--- config.mk ---
export PLATFORM = sky130hd
export DESIGN_NAME = hazard_scoreboard
export DESIGN_NICKNAME = d
export VERILOG_FILES = /design/src/rtl/hazard_scoreboard_pkg.sv /design/src/rtl/hazard_scoreboard_sb_entry.sv /design/src/rtl/hazard_scoreboard.sv
export SDC_FILE = /design/constraint.sdc
export NUM_CORES = 1
export LEC_CHECK = 0
export CAP_MARGIN = 20
export CORE_MARGIN = 2
export CORE_UTILIZATION = 50
export CTS_BUF_LIST = sky130_fd_sc_hd__clkbuf_4 sky130_fd_sc_hd__clkbuf_8 sky130_fd_sc_hd__clkbuf_16
export CTS_CLUSTER_SIZE = 25
export DETAILED_ROUTE_END_ITERATION = 8
export GPL_ROUTABILITY_DRIVEN = 0
export PLACE_DENSITY_LB_ADDON = 0.25
export SYNTH_ARGS = -nofsm -noshare
export SYNTH_HDL_FRONTEND = slang
export SYNTH_SLANG_ARGS = --single-unit
--- constraint.sdc ---
create_clock -name clk_i -period 14.5 [get_ports clk_i]
set_clock_uncertainty 0.15 [all_clocks]
set_input_delay 4.35 -clock clk_i [delete_from_list [all_inputs] [get_ports clk_i]]
set_output_delay 4.35 -clock clk_i [all_outputs]
set_load 0.01 [all_outputs]
--- src/rtl/hazard_scoreboard_pkg.sv ---
// Shared widths and instruction-class encodings for the hazard scoreboard slice.
package hazard_scoreboard_pkg;

  localparam int REG_IDX_W = 5;
  localparam int SB_CNT_W  = 4;

  typedef enum logic [1:0] {
    CLS_OTHER = 2'd0,
    CLS_LOAD  = 2'd1,
    CLS_MDU   = 2'd2
  } instr_cls_e;

  // Load wins if both flags are raised; that combination is illegal upstream anyway.
  function automatic instr_cls_e instr_class(input logic is_load, input logic is_mdu);
    instr_cls_e cls;
    if (is_load) begin
      cls = CLS_LOAD;
    end else if (is_mdu) begin
      cls = CLS_MDU;
    end else begin
      cls = CLS_OTHER;
    end
    return cls;
  endfunction

endpackage

--- src/rtl/hazard_scoreboard_sb_entry.sv ---
// One scoreboard slot: loadable countdown that stops at zero, plus a nonzero flag.
module sb_entry
  import hazard_scoreboard_pkg::*;
(
  input  logic                clk_i,
  input  logic                rst_n_i,
  input  logic                load_i,
  input  logic [SB_CNT_W-1:0] load_val_i,
  output logic                nz_o
);

  logic [SB_CNT_W-1:0] cnt_r;
  logic [SB_CNT_W-1:0] cnt_nxt_s;

  // A load takes precedence over the per-cycle decrement.
  always_comb begin
    cnt_nxt_s = cnt_r;
    if (load_i) begin
      cnt_nxt_s = load_val_i;
    end else if (cnt_r != {SB_CNT_W{1'b0}}) begin
      cnt_nxt_s = cnt_r - SB_CNT_W'(1);
    end else begin
      cnt_nxt_s = cnt_r;
    end
  end

  // Counter state register.
  always_ff @(posedge clk_i or negedge rst_n_i) begin
    if (!rst_n_i) begin
      cnt_r <= {SB_CNT_W{1'b0}};
    end else begin
      cnt_r <= cnt_nxt_s;
    end
  end

  assign nz_o = (cnt_r != {SB_CNT_W{1'b0}});

endmodule

--- src/rtl/hazard_scoreboard.sv ---
// Decode-side hazard unit: countdown scoreboard for load/MDU writes, MDU occupancy,
// redirect-first pipeline controls and a saturating stall-cycle counter.
module hazard_scoreboard
  import hazard_scoreboard_pkg::*;
#(
  parameter int NREG     = 32,
  parameter int LOAD_LAT = 1,
  parameter int MDU_LAT  = 8,
  parameter int CNT_W    = 32
) (
  input  logic                 clk_i,
  input  logic                 rst_n_i,
  input  logic                 D_valid_i,
  input  logic [REG_IDX_W-1:0] D_rs1_i,
  input  logic [REG_IDX_W-1:0] D_rs2_i,
  input  logic                 D_use_rs1_i,
  input  logic                 D_use_rs2_i,
  input  logic [REG_IDX_W-1:0] D_rd_i,
  input  logic                 D_need_rd_i,
  input  logic                 D_is_load_i,
  input  logic                 D_is_mdu_i,
  input  logic                 E_redirect_i,
  output logic                 PC_stall_o,
  output logic                 F_stall_o,
  output logic                 F_bubble_o,
  output logic                 D_bubble_o,
  output logic                 E_bubble_o,
  output logic                 issue_o,
  output logic                 mdu_busy_o,
  output logic [CNT_W-1:0]     stall_cnt_o
);

  localparam int NIDX = 2 ** REG_IDX_W;
  localparam logic [SB_CNT_W-1:0] LOAD_VAL = SB_CNT_W'(LOAD_LAT);
  localparam logic [SB_CNT_W-1:0] MDU_VAL  = SB_CNT_W'(MDU_LAT);

  logic                active_r;
  logic [NIDX-1:0]     pend_nz_s;
  logic                mdu_nz_s;
  logic                raw1_s, raw2_s, waw_s, struct_s, hz_s;
  logic                wr_en_s;
  instr_cls_e          cls_s;
  logic [SB_CNT_W-1:0] set_val_s;
  logic [CNT_W-1:0]    stall_cnt_r;

  // Holds every control low until the first edge after reset release.
  always_ff @(posedge clk_i or negedge rst_n_i) begin
    if (!rst_n_i) begin
      active_r <= 1'b0;
    end else begin
      active_r <= 1'b1;
    end
  end

  assign raw1_s   = D_use_rs1_i & (D_rs1_i != REG_IDX_W'(0)) & pend_nz_s[D_rs1_i];
  assign raw2_s   = D_use_rs2_i & (D_rs2_i != REG_IDX_W'(0)) & pend_nz_s[D_rs2_i];
  assign waw_s    = D_need_rd_i & (D_rd_i != REG_IDX_W'(0)) & pend_nz_s[D_rd_i];
  assign struct_s = D_is_mdu_i & mdu_nz_s;
  assign hz_s     = active_r & D_valid_i & (raw1_s | raw2_s | waw_s | struct_s);

  // Pipeline controls: redirect beats hazard, hazard beats issue.
  always_comb begin
    PC_stall_o = 1'b0;
    F_stall_o  = 1'b0;
    F_bubble_o = 1'b0;
    D_bubble_o = 1'b0;
    issue_o    = 1'b0;
    if (!active_r) begin
      issue_o = 1'b0;
    end else if (E_redirect_i) begin
      F_bubble_o = 1'b1;
      D_bubble_o = 1'b1;
    end else if (hz_s) begin
      PC_stall_o = 1'b1;
      F_stall_o  = 1'b1;
      D_bubble_o = 1'b1;
    end else begin
      issue_o = D_valid_i;
    end
  end

  // Select the countdown value for the issuing instruction's destination.
  always_comb begin
    cls_s     = instr_class(D_is_load_i, D_is_mdu_i);
    set_val_s = {SB_CNT_W{1'b0}};
    wr_en_s   = 1'b0;
    case (cls_s)
      CLS_LOAD: begin
        set_val_s = LOAD_VAL;
        wr_en_s   = issue_o & D_need_rd_i & (D_rd_i != REG_IDX_W'(0));
      end
      CLS_MDU: begin
        set_val_s = MDU_VAL;
        wr_en_s   = issue_o & D_need_rd_i & (D_rd_i != REG_IDX_W'(0));
      end
      default: begin
        set_val_s = {SB_CNT_W{1'b0}};
        wr_en_s   = 1'b0;
      end
    endcase
  end

  // Slots outside 1..NREG-1 read as never pending, so any 5-bit index is safe.
  for (genvar r = 0; r < NIDX; r++) begin : g_pend
    if (r >= 1 && r < NREG) begin : g_ent
      sb_entry u_ent (
        .clk_i      (clk_i),
        .rst_n_i    (rst_n_i),
        .load_i     (wr_en_s & (D_rd_i == REG_IDX_W'(r))),
        .load_val_i (set_val_s),
        .nz_o       (pend_nz_s[r])
      );
    end else begin : g_none
      assign pend_nz_s[r] = 1'b0;
    end
  end

  sb_entry u_mdu (
    .clk_i      (clk_i),
    .rst_n_i    (rst_n_i),
    .load_i     (issue_o & D_is_mdu_i),
    .load_val_i (MDU_VAL),
    .nz_o       (mdu_nz_s)
  );

  // Saturating count of cycles lost to data or structural hazards.
  always_ff @(posedge clk_i or negedge rst_n_i) begin
    if (!rst_n_i) begin
      stall_cnt_r <= {CNT_W{1'b0}};
    end else if (hz_s & ~E_redirect_i & ~(&stall_cnt_r)) begin
      stall_cnt_r <= stall_cnt_r + CNT_W'(1);
    end else begin
      stall_cnt_r <= stall_cnt_r;
    end
  end

  assign E_bubble_o  = 1'b0;
  assign mdu_busy_o  = mdu_nz_s;
  assign stall_cnt_o = stall_cnt_r;

endmodule

Word level (Yosys, flattened, before mapping)
Cells that the tools add are included.
{"block": "op_classes", "n_addsub": 33, "n_lt_le_gt_ge": 3, "eq_ne": 33, "n_mux": 84, "bitwise": 50, "n_reduce_logical": 69}
{"operator": "$mux W4", "count": 64}
{"operator": "$reduce_bool A4 Y1", "count": 32}
{"operator": "$sub A4 B1 Y4 const B", "count": 32}
{"operator": "$eq A5 B5 Y1 const B", "count": 16}
{"operator": "$reduce_bool A2 Y1", "count": 32}
{"operator": "$and A1 B1 Y1", "count": 45}
{"operator": "$eq A5 B4 Y1 const B", "count": 8}
{"operator": "$add A32 B1 Y32 const B", "count": 1}
{"operator": "$reduce_and A32 Y1", "count": 1}
{"operator": "$eq A5 B3 Y1 const B", "count": 4}
{"operator": "$lt A5 B6 Y1 const B", "count": 3}
{"operator": "$bmux W1 S5", "count": 3}
{"operator": "$reduce_bool A5 Y1", "count": 3}
{"operator": "$mux W1", "count": 14}
{"operator": "$eq A5 B2 Y1 const B", "count": 2}
{"operator": "$pmux W4 S2", "count": 1}
{"operator": "$eq A5 B1 Y1 const B", "count": 1}
{"operator": "$mux W2", "count": 2}
{"operator": "$or A1 B1 Y1", "count": 3}
{"operator": "$eq A2 B1 Y1 const B", "count": 1}
{"operator": "$eq A2 B2 Y1 const B", "count": 1}
{"operator": "$not A1 Y1", "count": 2}
{"operator": "$reduce_or A2 Y1", "count": 1}
{"block": "word_totals", "regBits": 161, "input_bits": 24, "word_cells": 306}

Longest topological paths before layout
Gate-level depths: netlist (run 1).
{"block": "logic_depth", "word_depth": 16, "ltp_mapped": 13}

Cells and area by module
From an unflattened synthesis (run 1), not the netlist that was laid out.
{"block": "unflattened", "hier_cells": 1150, "area_unflattened_um2": 10916.7}
{"mod": "sb_entry", "instances": 32, "cells_each": 26, "area_per_inst_um2": 251.5, "seq_area_each_um2": 100.1}
{"mod": "hazard_scoreboard", "instances": 1, "cells_each": 318, "area_per_inst_um2": 2869.0, "seq_area_each_um2": 825.8}

Least setup slack after synthesis (run 1)
OpenSTA, ideal clock, no wires.
{"block": "synth_timing", "kind": "input -> output", "from": "in D_rs1_i[1]", "to": "out D_bubble_o", "arrival_time_ns": 6.342, "t_required_ns": 10.000, "slack_ns": 3.658, "cell_stages": 10, "n_path_buf": 3, "cell_sequence": "clkbuf_2 -> mux4_2 -> or2_0 -> a31oi_1 -> o32ai_2 -> nand4_1 -> buf_2 -> buf_2 -> a21oi_1 -> nor2b_1"}
{"block": "synth_between", "elab_chain_len": 10, "word_cells_on_any_way": 12, "cone_classes": "5 x mux; 6 x bitwise; 1 x reduce/logical"}
{"item": "start: declaration", "line": "hazard_scoreboard.sv:14", "text": "input logic [REG_IDX_W-1:0] D_rs1_i,"}
{"item": "$bmux W1 S5 or $reduce_bool A5 Y1 (tied branches)", "line": "hazard_scoreboard.sv:55", "text": "assign raw1_s = D_use_rs1_i & (D_rs1_i != REG_IDX_W'(0)) & pend_nz_s[D_rs1_i];"}
{"item": "$mux W1 (implied by the code) or $and A1 B1 Y1 (tied branches)", "line": "hazard_scoreboard.sv:55"}
{"item": "$and A1 B1 Y1 *", "line": "hazard_scoreboard.sv:55"}
{"item": "$or A1 B1 Y1 * (3 in series)", "line": "hazard_scoreboard.sv:59", "text": "assign hz_s = active_r & D_valid_i & (raw1_s | raw2_s | waw_s | struct_s);"}
{"item": "$and A1 B1 Y1 *", "line": "hazard_scoreboard.sv:59"}
{"item": "$mux W1 *", "line": "hazard_scoreboard.sv:73", "text": "end else if (hz_s) begin"}
{"item": "$mux W1 *", "line": "hazard_scoreboard.sv:70", "text": "end else if (E_redirect_i) begin"}
{"item": "$mux W1 *", "line": "hazard_scoreboard.sv:68", "text": "if (!active_r) begin"}
{"item": "end: declaration", "line": "hazard_scoreboard.sv:26", "text": "output logic D_bubble_o,"}
Every way passes the cells marked *; elsewhere a longest branch is shown, timed or not. The select of a mux whose other input is x is not followed.

Worst setup path after layout (run 1)
{"block": "layout_timing", "from": "in D_rd_i[1]", "to": "out F_stall_o"}
{"block": "layout_between", "elab_chain_len": 9, "word_cells_on_any_way": 11, "cone_classes": "5 x mux; 5 x bitwise; 1 x reduce/logical"}
{"item": "start: declaration", "line": "hazard_scoreboard.sv:18", "text": "input logic [REG_IDX_W-1:0] D_rd_i,"}
{"item": "$bmux W1 S5 or $reduce_bool A5 Y1 (tied branches)", "line": "hazard_scoreboard.sv:57", "text": "assign waw_s = D_need_rd_i & (D_rd_i != REG_IDX_W'(0)) & pend_nz_s[D_rd_i];"}
{"item": "$mux W1 (implied by the code) or $and A1 B1 Y1 (tied branches)", "line": "hazard_scoreboard.sv:57"}
{"item": "$and A1 B1 Y1 *", "line": "hazard_scoreboard.sv:57"}
{"item": "$or A1 B1 Y1 * (2 in series)", "line": "hazard_scoreboard.sv:59"}
{"item": "$and A1 B1 Y1 *", "line": "hazard_scoreboard.sv:59"}
{"item": "$mux W1 *", "line": "hazard_scoreboard.sv:73"}
{"item": "$mux W1 *", "line": "hazard_scoreboard.sv:70"}
{"item": "$mux W1 *", "line": "hazard_scoreboard.sv:68"}
{"item": "end: declaration", "line": "hazard_scoreboard.sv:24", "text": "output logic F_stall_o,"}
Marks and branches as above.

==> impl_metrics.yaml, run 1 <==
status:
  status: "completed"
pwr:
  p_clk_share_pct: 21.7
  sw_frac_of_total_pct: 39.7
  p_int_mw: 1.29
  power_switching_mw: 0.847
  power.leakage_nw: 4.51
  p_per_area_mw_per_mm2: 192
  ir_drop_v: 0.000118
  seqPwrFrac_pct: 35.2
  power_mw: 2.14
  comb_power_share_pct: 43.1
worst_setup_path:
  end_kind: "output port"
  rr_worst_depth: 11
  startpoint_type: "input port"
  cp_common_cell: "clkdlybuf4s50_1"
  rr_startpoint: "g_pend[24].g_ent.u_ent.cnt_r[0]$_DFFE_PN0P_"
  crit_fanout: 22
  cpMaxStageDelayCell: "clkdlybuf4s50_1"
  worstPathRequired_ps: 10000
  r2r_slack_ps: 10530
  path_cells: "clkdlybuf4s50_1, inv_2, mux4_2, o211ai_1, nand4b_1, a41o_1, inv_1, clkdlybuf4s50_1"
  crit_family: "buffers and inverters"
  crit_arrival_ps: 7490
  path_buf_inv: 4
  cp_slowest_stage_delay_ps: 820
  r2r_end: "g_pend[7].g_ent.u_ent.cnt_r[1]$_DFFE_PN0P_"
  criticalPathCategory: "in2out"
logic_synthesis:
  syn-cell-area_sq_mm: 0.00970
  seq_area_frac_synth_pct: 41.6
  synth_flop_cell: "dfrtp_1"
  synth_top_area_share_pct: 41.6
  yosys.area.top_type: "dfrtp_1"
  synth_area_leaders: "dfrtp_1 (42%), nand3_1 (5.2%), xnor2_1 (5.0%)"
  syn_area_per_cell_sq_um: 9.30
  synth_nets: 1101
  yosysMostFrequentCell: "dfrtp_1"
  synthTopCellsByCount: "dfrtp_1 (161), inv_1 (104), nand3_1 (100)"
  synth_edf_count: 0
  ys_ff_latch: 161
  yosysUniqueCellTypes: 64
  async_reset_ff_share_pct: 100
  yosysWarnings: 0
  synth_cells: 1043
global_route:
  grtUsageTotal_pct: 24.1
  grt_pass1_vias: 7318
  grt_start_max_net_pins: 90
  globalRouteOverflowTotal: 0
  antenna_found_initial: 0
  grt_pass1_wl_microns: 38100
clock_network:
  tritoncts: "done"
  clock_latency_ps: 440
  cts-htree-levels: 4
  cts_inserted_buffers: 17
  cts.reportedPaths.clkPinSlew_ps: 80
  cts_root_buf: "clkbuf_16"
  postCtsHoldBufs: 0
  cts_setup_buffers: 0
  cts_resized: 0
  numClockSinks: 161
  clockBufferDepth: 2
die:
  initial_core_util_pct: 51.3
  die_area_sq_mm: 0.0205
  num_io_pins: 63
  die_w_microns: 143
  num_rows: 50
  core_region_area_sq_mm: 0.0189
  die_y_microns: 143
sta:
  period_needed_ps: 11990
  holdWs_ps: 345
  setup_violations: 0
  setup-tns-final_ps: 0
  slew_headroom_pct: 35.4
  max_freq_mhz: 83.4
  finalMaxSlewViolations: 0
  tightest_slew_ps: 967
  rsz0062_at_grt: "false"
  hold_violations: 0
  fin_crit_sh_pct: 82.7
min_path:
  holdPathEnd: "stall_cnt_o[22]$_DFFE_PN0P_"
  hp-class: "reg2reg"
  hold_path.startpoint: "stall_cnt_o[22]$_DFFE_PN0P_"
  hold_depth: 1
routing:
  met3_wirelength_microns: 1190
  first_pass_iters: 6
  wl_per_cell_microns: 17.3
  vias_per_cell: 5.75
  wl_met2_microns: 10900
  routed_wl_microns: 23600
  drc: 0
  vias: 7851
  postRouteAntennaNets: 0
  topRoutingLayerUsed: "met4"
  first_iter_violations: 560
  met1_length_microns: 10900
flow_run:
  maxCapViolCount: 0
layout:
  area_delta_synth_final_pct: 14.7
  final_util_pct: 58.9
  stdcell_count: 1366
  num_antenna_cells: 0
  layout.nets: 1151
  fill_cells: 1675
  drive_gt1_share_pct: 10.2
placed_design:
  hpwl_microns: 16800
  port_buffers: 61
  dp_cells: 1334
[layer usage]
layer	global-route usage [%]	up-vias
met5	0	-
met4	9.03	0
met3	4.73	44
met2	38.1	225
met1	32.9	3782
li1	-	3800
[state kept, by name, indices dropped and copies added (netlist names)]
| name | count |
|---|---|
| u_mdu.cnt_r | 4 |
| active_r | 1 |
| g_pend.g_ent.u_ent.cnt_r | 124 |
| stall_cnt_o | 32 |
[placed cells by master (no fill, tap or decap), types with 34 or more instances in the layout]
| master | count |
|---|---|
| clkdlybuf4s50_1 | 60 |
| mux2i_1 | 38 |
| nor3_1 | 46 |
| nor2_1 | 79 |
| dfrtp_1 | 161 |
| inv_1 | 104 |
| ha_1 | 34 |
| a21oi_1 | 63 |
| nand3_1 | 100 |
| o21ai_0 | 37 |
| nand2_1 | 38 |
| xnor2_1 | 55 |
[worst max-delay path by stage]
stage	slack [ps]	start	to	cells past startpoint
after floorplan	3660	D_rs1_i[1]	D_bubble_o	10
final	2510	D_rd_i[1]	F_stall_o	8
after CTS	2590	D_rd_i[1]	F_stall_o	8
after detailed placement	2600	D_rd_i[1]	F_stall_o	8
after global placement	2640	D_rs1_i[1]	F_stall_o	8
after global routing	2330	D_rd_i[1]	issue_o	9
[final cells by class]
type                            instances  area, sq um  area share, %
Inverter                              107          402           3.61
Clock inverter                         15          188           1.69
Multi-Input combinational cell        738         5090           45.8
Sequential cell                       161         4030           36.2
Clock buffer                           17          425           3.82
Tap cell                              260          325           2.92
Timing Repair Buffer                   68          664           5.97
[power by group through the flow]
| stage | clock [mW] | sequential (mW) | combinational, mW |
|---|---|---|---|
| 3_5_place_dp | 0 | 0.756 | 0.919 |
| 3_3_place_gp | 0 | 0.750 | 0.881 |
| 4_1_cts | 0.472 | 0.750 | 0.927 |
| 5_1_grt | 0.494 | 0.774 | 1.06 |
| 6_report | 0.465 | 0.751 | 0.921 |
| 2_1_floorplan | 0 | 0.737 | 0.724 |
[metrics by stage]
stage / area, sq um / setup slack, ps
after global placement: 10500 / 2640
after detailed placement: 10500 / 2600
final: 11100 / 2510
after CTS: 11100 / 2590
after floorplan: 9700 / 3660
after global routing: 11100 / 2330
[logic make-up (layout without fill, tap and decap cells)]
kind of cell / count (synthesis) / count (layout) / share of synthesized area, %
and+or+nand+nor: 417 / 417 / 25.8
DFF: 161 / 161 / 41.6
AOI/OAI and AO/OA: 172 / 172 / 10.2
other: 2 / 2 / 0.0775
xor gates and xnor gates: 64 / 64 / 5.86
muxes: 49 / 49 / 6.13
adders and majority gates: 34 / 34 / 4.39
buffers and inverters: 144 / 207 / 5.94
No activity file was read; power rests on OpenSTA's default activity.
==> run 2: changes to the inputs <==
==> constraint.sdc (replaced) <==
create_clock -name clk_i -period 10.5 [get_ports clk_i]
set_clock_uncertainty 0.15 [all_clocks]
set_input_delay 3.15 -clock clk_i [delete_from_list [all_inputs] [get_ports clk_i]]
set_output_delay 3.15 -clock clk_i [all_outputs]
set_load 0.01 [all_outputs]
==> impl_metrics.yaml, run 2 (synthesized netlist as in run 1, its figures left out) <==
sta:
  setup_ws_ps: 899
  tightest_slew_ps: 1000
  finalMaxSlewViolations: 0
  fin_crit_sh_pct: 91.4
  period_needed_ps: 9600
  setup-tns-final_ps: 0
  max_freq_mhz: 104
  setup_violations: 0
  holdWs_ps: 345
  rsz0062_at_grt: "false"
  slew_headroom_pct: 33.0
  hold_violations: 0
routing:
  vias: 7862
  wl_per_cell_microns: 17.1
  postRouteAntennaNets: 0
  drc: 0
  first_pass_iters: 5
  first_iter_violations: 554
  vias_per_cell: 5.74
  routed_wl_microns: 23400
global_route:
  antenna_found_initial: 1
  globalRouteOverflowTotal: 0
  grt_start_max_net_pins: 91
  grt_pass1_wl_microns: 38100
  grtUsageTotal_pct: 24.0
  grt_pass1_vias: 7465
layout:
  drive_gt1_share_pct: 10.3
  final_common_cell: "dfrtp_1"
  area_delta_synth_final_pct: 15.2
  final_util_pct: 59.1
  layout.nets: 1152
  largest_register: "g_pend.g_ent.u_ent.cnt_r"
  layout_common_cells: "dfrtp_1 (161), inv_1 (104), nand3_1 (100)"
  largest_register_ffs: 124
die:
  num_io_pins: 63
  die_area_sq_mm: 0.0205
  die_y_microns: 143
  initial_core_util_pct: 51.3
  die_w_microns: 143
  num_rows: 50
  core_region_area_sq_mm: 0.0189
worst_setup_path:
  end_kind: "output port"
  worstPathRequired_ps: 7200
  rr_worst_depth: 11
  criticalPathCategory: "in2out"
  crit_fanout: 22
  startpoint_type: "input port"
  crit_arrival_ps: 6300
pwr:
  power.leakage_nw: 4.53
  ir_drop_v: 0.000134
  power_mw: 2.98
  p_per_area_mw_per_mm2: 267
status:
  status: "completed"
clock_network:
  clock_latency_ps: 440
  clockBufferDepth: 2
  cts.reportedPaths.clkPinSlew_ps: 80
  cts_resized: 0
  cts_setup_buffers: 0
  cts_inserted_buffers: 17
  cts_root_buf: "clkbuf_16"
  cts-htree-levels: 4
  postCtsHoldBufs: 0
  tritoncts: "done"
  numClockSinks: 161
flow_run:
  maxCapViolCount: 0
placed_design:
  port_buffers: 61
  pre_cts_ws_ps: 1020
  hpwl_microns: 16700
min_path:
  hold_depth: 1
  hp-class: "reg2reg"
==> run 2: cell count changes in the layout (fill, tap and decap cells not counted) <==
cell	before	now
buf_4	7	8
bufinv_16	1	3
clkinv_8	3	2
diode_2	0	2
inv_6	2	3
inv_8	6	4
==> run 2: power by group <==
group	internal, mW	switching [mW]	leakage [nW]
logic	0.558	0.714	2.20
clock network	0.387	0.288	0.308
registers	0.877	0.158	2.02
==> run 2: per-layer routing <==
layer  GRT usage (%)  wire length [microns]
met1            32.4                  10500
met2            37.9                  11000
met3            5.67                   1330
met4            9.03                    587
met5               0                      0
==> run 2: worst paths after layout <==
check | start | end | slack [ps]
min in group asynchronous | rst_n_i | g_pend[23].g_ent.u_ent.cnt_r[2]$_DFFE_PN0P_ | 2600
worst min register to register | stall_cnt_o[22]$_DFFE_PN0P_ | stall_cnt_o[22]$_DFFE_PN0P_ | 350
worst max register to register | g_pend[24].g_ent.u_ent.cnt_r[0]$_DFFE_PN0P_ | g_pend[7].g_ent.u_ent.cnt_r[1]$_DFFE_PN0P_ | 6530
max in group asynchronous | rst_n_i | g_pend[6].g_ent.u_ent.cnt_r[0]$_DFFE_PN0P_ | 6140
worst max-delay path | D_rd_i[1] | issue_o | 900
worst min-delay path | stall_cnt_o[22]$_DFFE_PN0P_ | stall_cnt_o[22]$_DFFE_PN0P_ | 350
==> run 2: layout make-up <==
| cell class | count | area [sq um] |
|---|---|---|
| Sequential cell | 161 | 4030 |
| Multi-Input combinational cell | 738 | 5090 |
| Inverter | 107 | 402 |
| Timing Repair Buffer | 69 | 672 |
| Fill cell | 1672 | 7730 |
| Clock buffer | 17 | 425 |
| Clock inverter | 15 | 218 |
| Antenna cell | 2 | 5.00 |
| Tap cell | 260 | 325 |
==> run 2: critical path, stage by stage <==
cell and delay (ps):
clkdlybuf4s50_1 810, nand2b_1 490, o22ai_1 140, o21ai_0 200, nand4_1 110, a41oi_1 240, nand4_1 280, nor2_1 280
clkdlybuf4s50_1 590
==> run 2: per-stage QoR <==
| stage | cells | instance area, sq um |
|---|---|---|
| after global placement | 1335 | 10500 |
| after CTS | 1367 | 11200 |
| after detailed placement | 1335 | 10500 |
| final | 1369 | 11200 |
| after global routing | 1367 | 11200 |
| after floorplan | 1043 | 9700 |
==> run 3: changes to the inputs <==
--- a/config.mk
+++ b/config.mk
@@ -6,7 +6,6 @@
 export NUM_CORES = 1
 export LEC_CHECK = 0
 export CAP_MARGIN = 20
-export CORE_MARGIN = 2
 export CORE_UTILIZATION = 50
 export CTS_BUF_LIST = sky130_fd_sc_hd__clkbuf_4 sky130_fd_sc_hd__clkbuf_8 sky130_fd_sc_hd__clkbuf_16
 export CTS_CLUSTER_SIZE = 25
==> impl_metrics.yaml, run 3 (synthesized netlist as in run 1, its figures left out) <==
clock_network:
  cts_resized: 0
  cts_inserted_buffers: 17
  clockBufferDepth: 2
  cts_setup_buffers: 0
  cts.reportedPaths.clkPinSlew_ps: 70
  cts-htree-levels: 4
  cts_root_buf: "clkbuf_16"
  clock_latency_ps: 440
  numClockSinks: 161
  tritoncts: "done"
  postCtsHoldBufs: 0
global_route:
  grt_pass1_wl_microns: 38200
  grtUsageMet3_pct: 4.83
  grtUsageTotal_pct: 24.8
  grt_pass1_vias: 7416
  grt_use_met1_pct: 34.2
  top_usage_layer: "met2"
  grt_start_max_net_pins: 87
  globalRouteOverflowTotal: 0
  antenna_found_initial: 0
  use_met2_pct: 38.3
placed_design:
  port_buffers: 61
  hpwl_microns: 16600
  place_area_sq_mm: 0.0105
sta:
  fin_crit_sh_pct: 92.0
  holdWs_ps: 349
  rsz0062_at_grt: "false"
  setup_violations: 0
  max_freq_mhz: 104
  slew_headroom_pct: 41.8
  period_needed_ps: 9660
  finalMaxSlewViolations: 0
  setup-tns-final_ps: 0
  hold_violations: 0
  tightest_slew_ps: 872
worst_setup_path:
  crit_fanout: 22
  criticalPathCategory: "in2out"
  end_kind: "output port"
  cpMaxStageDelayCell: "clkdlybuf4s50_1"
  cp_slowest_stage_delay_ps: 960
  worstPathRequired_ps: 7200
  crit_arrival_ps: 6360
  rr_startpoint: "g_pend[12].g_ent.u_ent.cnt_r[0]$_DFFE_PN0P_"
  r2r_end: "g_pend[7].g_ent.u_ent.cnt_r[1]$_DFFE_PN0P_"
  startpoint_type: "input port"
  r2r_slack_ps: 6690
  rr_worst_depth: 11
  path_cells: "clkdlybuf4s50_1, nand2b_1, o22ai_1, o21ai_0, nand4_1, a41oi_1, nand4_1, buf_4, nor2_1, clkdlybuf4s50_1"
pwr:
  ir_drop_v: 0.000137
  power_mw: 2.95
  p_per_area_mw_per_mm2: 264
  p_clk_share_pct: 21.8
  power.leakage_nw: 4.54
  sw_frac_of_total_pct: 38.6
  comb_power_share_pct: 43.0
  p_int_mw: 1.81
  seqPwrFrac_pct: 35.2
  power_switching_mw: 1.14
layout:
  final_common_cell: "dfrtp_1"
  area_delta_synth_final_pct: 15.2
  num_antenna_cells: 0
  largest_register_ffs: 124
  layout_common_cells: "dfrtp_1 (161), inv_1 (104), nand3_1 (100)"
  fill_cells: 1614
  layout.nets: 1155
  drive_gt1_share_pct: 10.5
  final_util_pct: 59.3
  fin_area_sq_mm: 0.0112
  largest_register: "g_pend.g_ent.u_ent.cnt_r"
die:
  die_area_sq_mm: 0.0200
  initial_core_util_pct: 51.5
  die_w_microns: 141
  die_y_microns: 141
  num_io_pins: 63
  num_rows: 50
  core_region_area_sq_mm: 0.0188
min_path:
  hold_depth: 1
  hp-class: "reg2reg"
  holdPathEnd: "stall_cnt_o[22]$_DFFE_PN0P_"
  hold_path.startpoint: "stall_cnt_o[22]$_DFFE_PN0P_"
routing:
  vias: 7800
  first_iter_violations: 533
  first_pass_iters: 6
  drc: 0
  vias_per_cell: 5.69
  routed_wl_microns: 23200
  postRouteAntennaNets: 0
  wl_per_cell_microns: 16.9
flow_run:
  maxCapViolCount: 0
status:
  status: "completed"
run 3: cell types whose count changed in the layout (fill, tap and decap cells not counted), sizes merged:
cell / delta
diode: -2
bufinv: -1
clkbuf: +3
buf: +3
clkinvlp: -1
inv: -2
clkinv: +1
run 3: cell type report:
cell class / instances / area, sq um / area share, %
Clock buffer: 20 / 460 / 4.12
Clock inverter: 12 / 148 / 1.32
Tap cell: 260 / 325 / 2.91
Inverter: 107 / 402 / 3.60
Multi-Input combinational cell: 738 / 5090 / 45.6
Sequential cell: 161 / 4030 / 36.1
Timing Repair Buffer: 72 / 714 / 6.40
run 3: worst max-delay path, delay by kind of cell:
kind,cells,cell delay (ps)
AO/OA/AOI/OAI,3,540
AND/OR/NAND/NOR,4,880
buffers and inverters,3,1780
run 3: metrics by stage:
step	worst slack, ps	cells
2_1_floorplan	2060	1043
3_3_place_gp	964	1337
3_5_place_dp	933	1337
4_1_cts	913	1369
5_1_grt	640	1370
6_report	842	1370
run 3: power by group through the flow:
stage / registers, mW / logic (mW) / clock network, mW
final: 1.04 / 1.27 / 0.643
after global routing: 1.07 / 1.44 / 0.683
after CTS: 1.04 / 1.27 / 0.656
after detailed placement: 1.04 / 1.26 / 0
after global placement: 1.04 / 1.21 / 0
after floorplan: 1.02 / 1.00 / 0
run 3: worst max-delay path by stage:
| stage | startpoint | end |
|---|---|---|
| floorplan | D_rs1_i[1] | D_bubble_o |
| global placement | D_rd_i[1] | issue_o |
| detailed placement | D_rd_i[1] | issue_o |
| CTS | D_rd_i[1] | issue_o |
| global route | D_rd_i[1] | issue_o |
| finish | D_rd_i[1] | issue_o |
run 3: metal layers:
metal  routed length, microns  share of wire [%]
met5                        0                  0
met4                      624                2.7
met3                     1250                5.4
met2                    10700                 46
met1                    10600                 46
